<file path="src/rtl/cic_sample_fifo.sv">
// Output stage behind the CIC decimator: scales each captured sample by a runtime right shift with
// unsigned saturation, then buffers it in a first-word-fall-through FIFO with a valid/ready drain.
module cic_sample_fifo #(
   parameter int unsigned IN_W       = 32,
   parameter int unsigned OUT_W      = 16,
   parameter int unsigned DEPTH_LOG2 = 4
) (
   input  logic                  clk,
   input  logic                  rst,
   input  logic [IN_W-1:0]       in_data,
   input  logic                  in_rdy,
   input  logic [4:0]            shift,
   output logic [OUT_W-1:0]      m_data,
   output logic                  m_valid,
   input  logic                  m_ready,
   output logic [DEPTH_LOG2:0]   level,
   output logic                  overflow,
   input  logic                  clr_ovf
);

   localparam int unsigned DEPTH = 1 << DEPTH_LOG2;
   localparam int unsigned PW    = DEPTH_LOG2 + 1;

   logic [IN_W-1:0]  shifted;
   logic [OUT_W-1:0] scaled;

   logic [OUT_W-1:0] stg_q;
   logic             stg_vld_q;

   logic [PW-1:0]    wr_ptr_q, wr_ptr_d;
   logic [PW-1:0]    rd_ptr_q, rd_ptr_d;
   logic [PW-1:0]    level_q, level_d;
   logic             ovf_q, ovf_d;

   logic [OUT_W-1:0] mem [DEPTH];

   logic             full, empty, push, pop, drop;

   // Any bit set above the output width means the value does not fit: clamp to all ones.
   assign shifted = in_data >> shift;
   assign scaled  = (|shifted[IN_W-1:OUT_W]) ? {OUT_W{1'b1}} : shifted[OUT_W-1:0];

   always_ff @(posedge clk or negedge rst) begin
      if (!rst) begin
         stg_q     <= '0;
         stg_vld_q <= 1'b0;
      end else begin
         stg_vld_q <= in_rdy;
         if (in_rdy) begin
            stg_q <= scaled;
         end
      end
   end

   assign full  = (wr_ptr_q[PW-1] != rd_ptr_q[PW-1]) &&
                  (wr_ptr_q[PW-2:0] == rd_ptr_q[PW-2:0]);
   assign empty = (wr_ptr_q == rd_ptr_q);

   // A pop on the same edge frees the head slot, so a full FIFO can still accept the write.
   assign pop  = !empty && m_ready;
   assign push = stg_vld_q && (!full || pop);
   assign drop = stg_vld_q && full && !pop;

   always_comb begin
      wr_ptr_d = wr_ptr_q;
      rd_ptr_d = rd_ptr_q;
      level_d  = level_q;
      ovf_d    = ovf_q;
      if (push) begin
         wr_ptr_d = wr_ptr_q + PW'(1);
      end
      if (pop) begin
         rd_ptr_d = rd_ptr_q + PW'(1);
      end
      unique case ({push, pop})
         2'b10:   level_d = level_q + PW'(1);
         2'b01:   level_d = level_q - PW'(1);
         default: level_d = level_q;
      endcase
      if (drop) begin
         ovf_d = 1'b1;
      end else if (clr_ovf) begin
         ovf_d = 1'b0;
      end
   end

   always_ff @(posedge clk or negedge rst) begin
      if (!rst) begin
         wr_ptr_q <= '0;
         rd_ptr_q <= '0;
         level_q  <= '0;
         ovf_q    <= 1'b0;
      end else begin
         wr_ptr_q <= wr_ptr_d;
         rd_ptr_q <= rd_ptr_d;
         level_q  <= level_d;
         ovf_q    <= ovf_d;
      end
   end

   always_ff @(posedge clk) begin
      if (push) begin
         mem[wr_ptr_q[PW-2:0]] <= stg_q;
      end
   end

   // Gate the head so reset and empty present zero instead of stale memory.
   assign m_valid  = !empty;
   assign m_data   = empty ? '0 : mem[rd_ptr_q[PW-2:0]];
   assign level    = level_q;
   assign overflow = ovf_q;

endmodule
</file>
<file path="config.mk">
export PLATFORM = sky130hd
export DESIGN_NAME = cic_sample_fifo
export DESIGN_NICKNAME = d
export VERILOG_FILES = /design/src/rtl/cic_sample_fifo.sv
export SDC_FILE = /design/constraint.sdc
export NUM_CORES = 1
export LEC_CHECK = 0
export CORE_ASPECT_RATIO = 0.9
export CORE_UTILIZATION = 41
export CTS_CLUSTER_DIAMETER = 120
export CTS_CLUSTER_SIZE = 40
export DETAILED_ROUTE_END_ITERATION = 10
export REMOVE_ABC_BUFFERS = 1
export SYNTH_ARGS = -nofsm -noshare
export SYNTH_HDL_FRONTEND = slang
export SYNTH_SLANG_ARGS = --single-unit
</file>
<file path="constraint.sdc">
create_clock -name clk -period 6.5 [get_ports clk]
set_input_delay 1.625 -clock clk [delete_from_list [all_inputs] [get_ports clk]]
set_output_delay 1.625 -clock clk [all_outputs]
set_load 0.03 [all_outputs]
</file>
## Word level (Yosys, flattened, before mapping)

Memory sizes are Yosys's and may differ from the RTL's.
Index checks and enable logic that the tools add are counted.

- Equal/unequal tests: 5
- Reduce and logical (&&, ||, !) cells: 12
- Order comparisons: 0
- Mux-type cells: 7
- $add $sub $neg: 4
- Shift-type cells: 1
- Div/mod/pow operators: 0
- Bitwise operators: 0
- $mul: 0

Operators by type and width:

| cell | count |
|---|---|
| $mux 16 | 2 |
| $shr 32x5->32 | 1 |
| $reduce_or 16->1 | 1 |
| $add 5x1->5 const B | 3 |
| $pmux 5 s2 | 1 |
| $eq 5x5->1 | 1 |
| $logic_and 1x1->1 | 5 |
| $sub 5x1->5 const B | 1 |
| $eq 4x4->1 | 1 |
| $mux 1 | 4 |
| $reduce_bool 2->1 | 2 |
| $logic_not 1->1 | 3 |
| $eq 2x1->1 const B | 1 |
| $eq 2x2->1 const B | 1 |
| $logic_or 1x1->1 | 1 |
| $ne 1x1->1 | 1 |

- Logic and storage cells: 36
- RAM bits: 256
- Bits in registers: 33
- Input port bits: 42
- Bits in read-only memories: 0
- Memories: 1
- Latch bits: 0
- Output and inout port bits: 23

Memories:

| memory | words | bits a word | rd ports | clocked after Yosys merged registers in | write ports | RTL line | source |
|---|---|---|---|---|---|---|---|
| mem | 16 | 16 | 1 | 0 | 1 | 35 | `logic [OUT_W-1:0] mem [DEPTH];` |

## Depth between registers and ports, before layout

- Depth after elaboration: 7
- Mapped depth: 16
- Mapped depth without buffers: 13

## Least setup slack after synthesis

No wires, ideal clock.

- Kind: input-to-reg
- Start: in m_ready
- End: reg level_q[4] (netlist: level[4])
- Path buffers: 2
- Stages on the path: 13
- Arrival: 3.942 ns
- Path slack: 2.478 ns
- Data required time: 6.420 ns
- Library setup time: 0.080 ns
- Cells stage by stage: or3_1 > and2_1 > clkbuf_1 > inv_1 > ha_1 > clkbuf_1 > xor2_1 > ha_1 > nor2b_1 > a22oi_1 > o32a_1 > nor2_1 > xor2_1

- Longest elaborated chain between the ends: 5
- Elaborated cells between the ends (all ways): 7
- Those cells by class: 2 x eq/ne; 1 x mux; 4 x reduce/logical

Ends and longest elaborated chain:

| item | RTL line | source |
|---|---|---|
| start, declared | 15 | `input logic m_ready,` |
| $logic_and 1x1->1 (*) | 60 | `assign pop = !empty && m_ready;` |
| $logic_or 1x1->1 | 61 | `assign push = stg_vld_q && (!full \|\| pop);` |
| $logic_and 1x1->1 | 61 |  |
| $eq 2x1->1 or $eq 2x2->1 (tied branches) | 75 | `unique case ({push, pop})` |
| $pmux 5 s2 or $reduce_bool 2->1 (tied branches) | - |  |
| end signal, assigned | 96 | `level_q <= level_d;` |
| end, declared | 32 | `logic [PW-1:0] level_q, level_d;` |

Every way passes the cells marked *; elsewhere a longest branch is shown, timed or not.
A chain may end at the register's enable or synchronous reset.

## Worst setup path in the final report

- Start: reg rd_ptr_q[0]
- End: out m_data[9]

- Longest elaborated chain between the ends: 2
- Elaborated cells between the ends (all ways): 3
- Those cells by class: 1 x eq/ne; 1 x mux; 1 x memory

Ends and longest elaborated chain:

| item | RTL line | source |
|---|---|---|
| start, declared | 31 | `logic [PW-1:0] rd_ptr_q, rd_ptr_d;` |
| start signal, assigned | 95 | `rd_ptr_q <= rd_ptr_d;` |
| $mem_v2 16x16 or $eq 5x5->1 (tied branches) | - |  |
| $mux 16 (*) | 109 | `assign m_data = empty ? '0 : mem[rd_ptr_q[PW-2:0]];` |
| end, declared | 13 | `output logic [OUT_W-1:0] m_data,` |

Marks and branches as above.

==> run metrics <==
post-CTS resize count=0; Async S/R FF share, synth=11.4%; CP Capture Type=primary output; layout cells sized above 1=21.6%; dpl hpwl=18000 um; VDD IR-drop max=0.271 mV; Hold Path Class=register to register; Worst Setup SP=rd_ptr_q[0]$_DFFE_PN0P_; Final setup violation count=0; cell area after layout=14600 um^2; Hold Path Depth=1; Util after Layout=46.8%; DRT Wirelength=29500 um; Worst Reg-to-Reg Cells=13; CP dominant cell by count=mux4_2; Max Cap Violations=0; WL/cell=24.5 um; crit-path cells=buf_12, mux4_2, mux4_2, nor2b_1, clkdlybuf4s50_1; die area=32800 um^2; first-pass GRT wire length=44700 um; Leakage=4.70 nW; Initial DRC Count=631; Diodes inserted=0; CP Data Arrival Time=3.55 ns; slowest CP cell=dfrtp_4; cell count after synthesis=740; max incr delay on CP=0.83 ns; post-layout net count=842; Cell Area, Synth=13100 um^2; Setup CP Type=register to primary output; fmax=0.193 GHz; Yosys cell types=52; RD Place Congestion=0.860; setup TNS=0 ns; dpl cells=1188; clk_lat worst skew=0.50 ns; final hold vios=0; Placeable Area=31200 um^2; CTS max path bufs=3; Tcrit/Tclk final=79.6%; setup repair bufs after CTS=0; max-slew violations=0; slew of the pin with the lowest slew margin=1.04 ns; post-route ant nets=0; non-filler cells, final=1205; Syn-to-layout area delta=11.3%; critical path peak fanout=40; Crit Reg-Reg Startpoint=rd_ptr_q[0]$_DFFE_PN0P_; fin crit period=5.17 ns; row cnt=61; total gr overflow=0; Max transition margin=30.4%; worst r2r dst=level[4]$_DFFE_PN0P_; placed inst area=14300 um^2; Post-synth EDFFs=256; Pwr Density=377 nW/um^2; largest net degree at the start of global routing=69; clock-pin slew on the worst setup and hold paths=0.14 ns; initial antenna violation count=0; Die Y-Extent=172 um; port buffer count=64; Clock Sinks=289; Inserted Clock Buffers=11; Final Skew=0.0473 ns; CP startpoint kind=register; die width=191 um; Ys Warns=0; Vias=7095; Pre-Repair DR Iteration Count=5; dominant synthesized flop cell=edfxtp_1; Post-CTS Hold Buffers=0; hold wc startpoint=level[4]$_DFFE_PN0P_; Worst Path Required=4.88 ns; Via density=5.89; Mean Syn Cell Area=17.8 um^2; clk root buf=clkbuf_16; post-route DRC violation count=0; number of global-route vias before repair=7152; gr usage total=18.4%; Initial Utilization=42.1%; # IOs=65; FF+latch count, synth=289; # H-tree levels=1; sequential area share after synthesis=64.8%; CTS tree=yes; status=completed; R2R Setup Slk=2.73 ns; RSZ-0062 raised after global routing=false; Hold EP=level[4]$_DFFE_PN0P_
[final cells by class]
cell class	instances	area [um^2]
fill	2596	16600
sequential	289	8520
multi-input combinational	389	4380
timing repair buffer	89	843
tap	409	512
clock buffer	16	294
inverter	12	45.0
clock inverter	1	30.0
[logic make-up after synthesis]
family          count (synthesis)  synth area share [%]
compound gates                 89                  4.57
xor+xnor                       19                  1.27
fa+ha+maj                       8                 0.762
buf+inv                        62                  2.08
flops                         289                  64.8
mux                           152                  21.8
simple gates                  121                  4.74
[layer usage]
metal  part of all wire (%)  routed length (um)  GRT usage, %  up-vias
li1                       -                   -             -     3098
met4                    1.8                 545          4.00        0
met1                     45               13400          27.4     3739
met2                     48               14100          29.6      226
met3                    5.1                1500          1.62       32
met5                      0                   0             0        -
[flip-flops by register name, indices dropped and copies added, names as in the netlist]
signal     cells
wr_ptr_q       5
stg_vld_q      1
mem          256
level          5
rd_ptr_q       5
stg_q         16
overflow       1
[synth_stat cells, drive strengths merged, types with 5 or more instances]
cell	instances	area [um^2]
nand2	31	116
mux4	106	2390
edfxtp	256	7690
o21ai	18	90.1
nand4	5	31.3
mux2	16	180
a211oi	6	45.0
xnor2	13	114
ha	8	100
buf	23	126
dfrtp	33	826
a31oi	10	62.6
nor2b	25	156
o211ai	6	45.0
inv	12	45.0
clkbuf	27	101
nor2	30	113
a21oi	13	65.1
nor3	8	51.3
xor2	6	52.6
o22ai	12	75.1
mux2i	30	300
and2	5	31.3
[cell usage in the layout (no fill, tap or decap), drive strengths merged, types with 8 or more instances in the layout]
cell           instances
buf                   27
a31oi                 10
dfrtp                 33
a21oi                 13
mux2                  16
o21ai                 18
nor2                  30
mux2i                 30
clkdlybuf4s50         62
nor2b                 25
nand2                 31
nor3                   8
clkbuf                16
inv                   12
mux4                 106
o22ai                 12
ha                     8
xnor2                 13
edfxtp               256
[per-stage QoR]
| step | hold slack [ns] | worst slack [ns] | power (mW) |
|---|---|---|---|
| after CTS | 0.480 | 1.25 | 5.59 |
| after global routing | 0.488 | 1.13 | 5.78 |
| final | 0.475 | 1.33 | 5.52 |
| after floorplan | 0.466 | 0.890 | 3.96 |
| after detailed placement | 0.457 | 1.81 | 4.74 |
| after global placement | 0.455 | 1.83 | 4.69 |
[where the power goes]
group / switching, mW / internal (mW) / total (mW)
clock network: 0.532 / 0.331 / 0.863
registers: 0.227 / 2.28 / 2.51
logic: 1.08 / 1.07 / 2.15
[critical path, delay by kind of cell, from the launching register on]
family / cells / cell delay, ns
flops: 1 / 0.83
mux: 2 / 1.05
simple gates: 1 / 0.14
buf+inv: 2 / 0.99
[worst max path at each step]
stage,endpoint,cells past startpoint,slack (ns)
after floorplan,m_data[0],3,0.89
after detailed placement,m_data[11],5,1.81
final,m_data[9],5,1.33
after global placement,m_data[11],5,1.83
after global routing,m_data[4],5,1.13
after CTS,m_data[11],5,1.25
No activity file was read; power rests on OpenSTA's default activity.
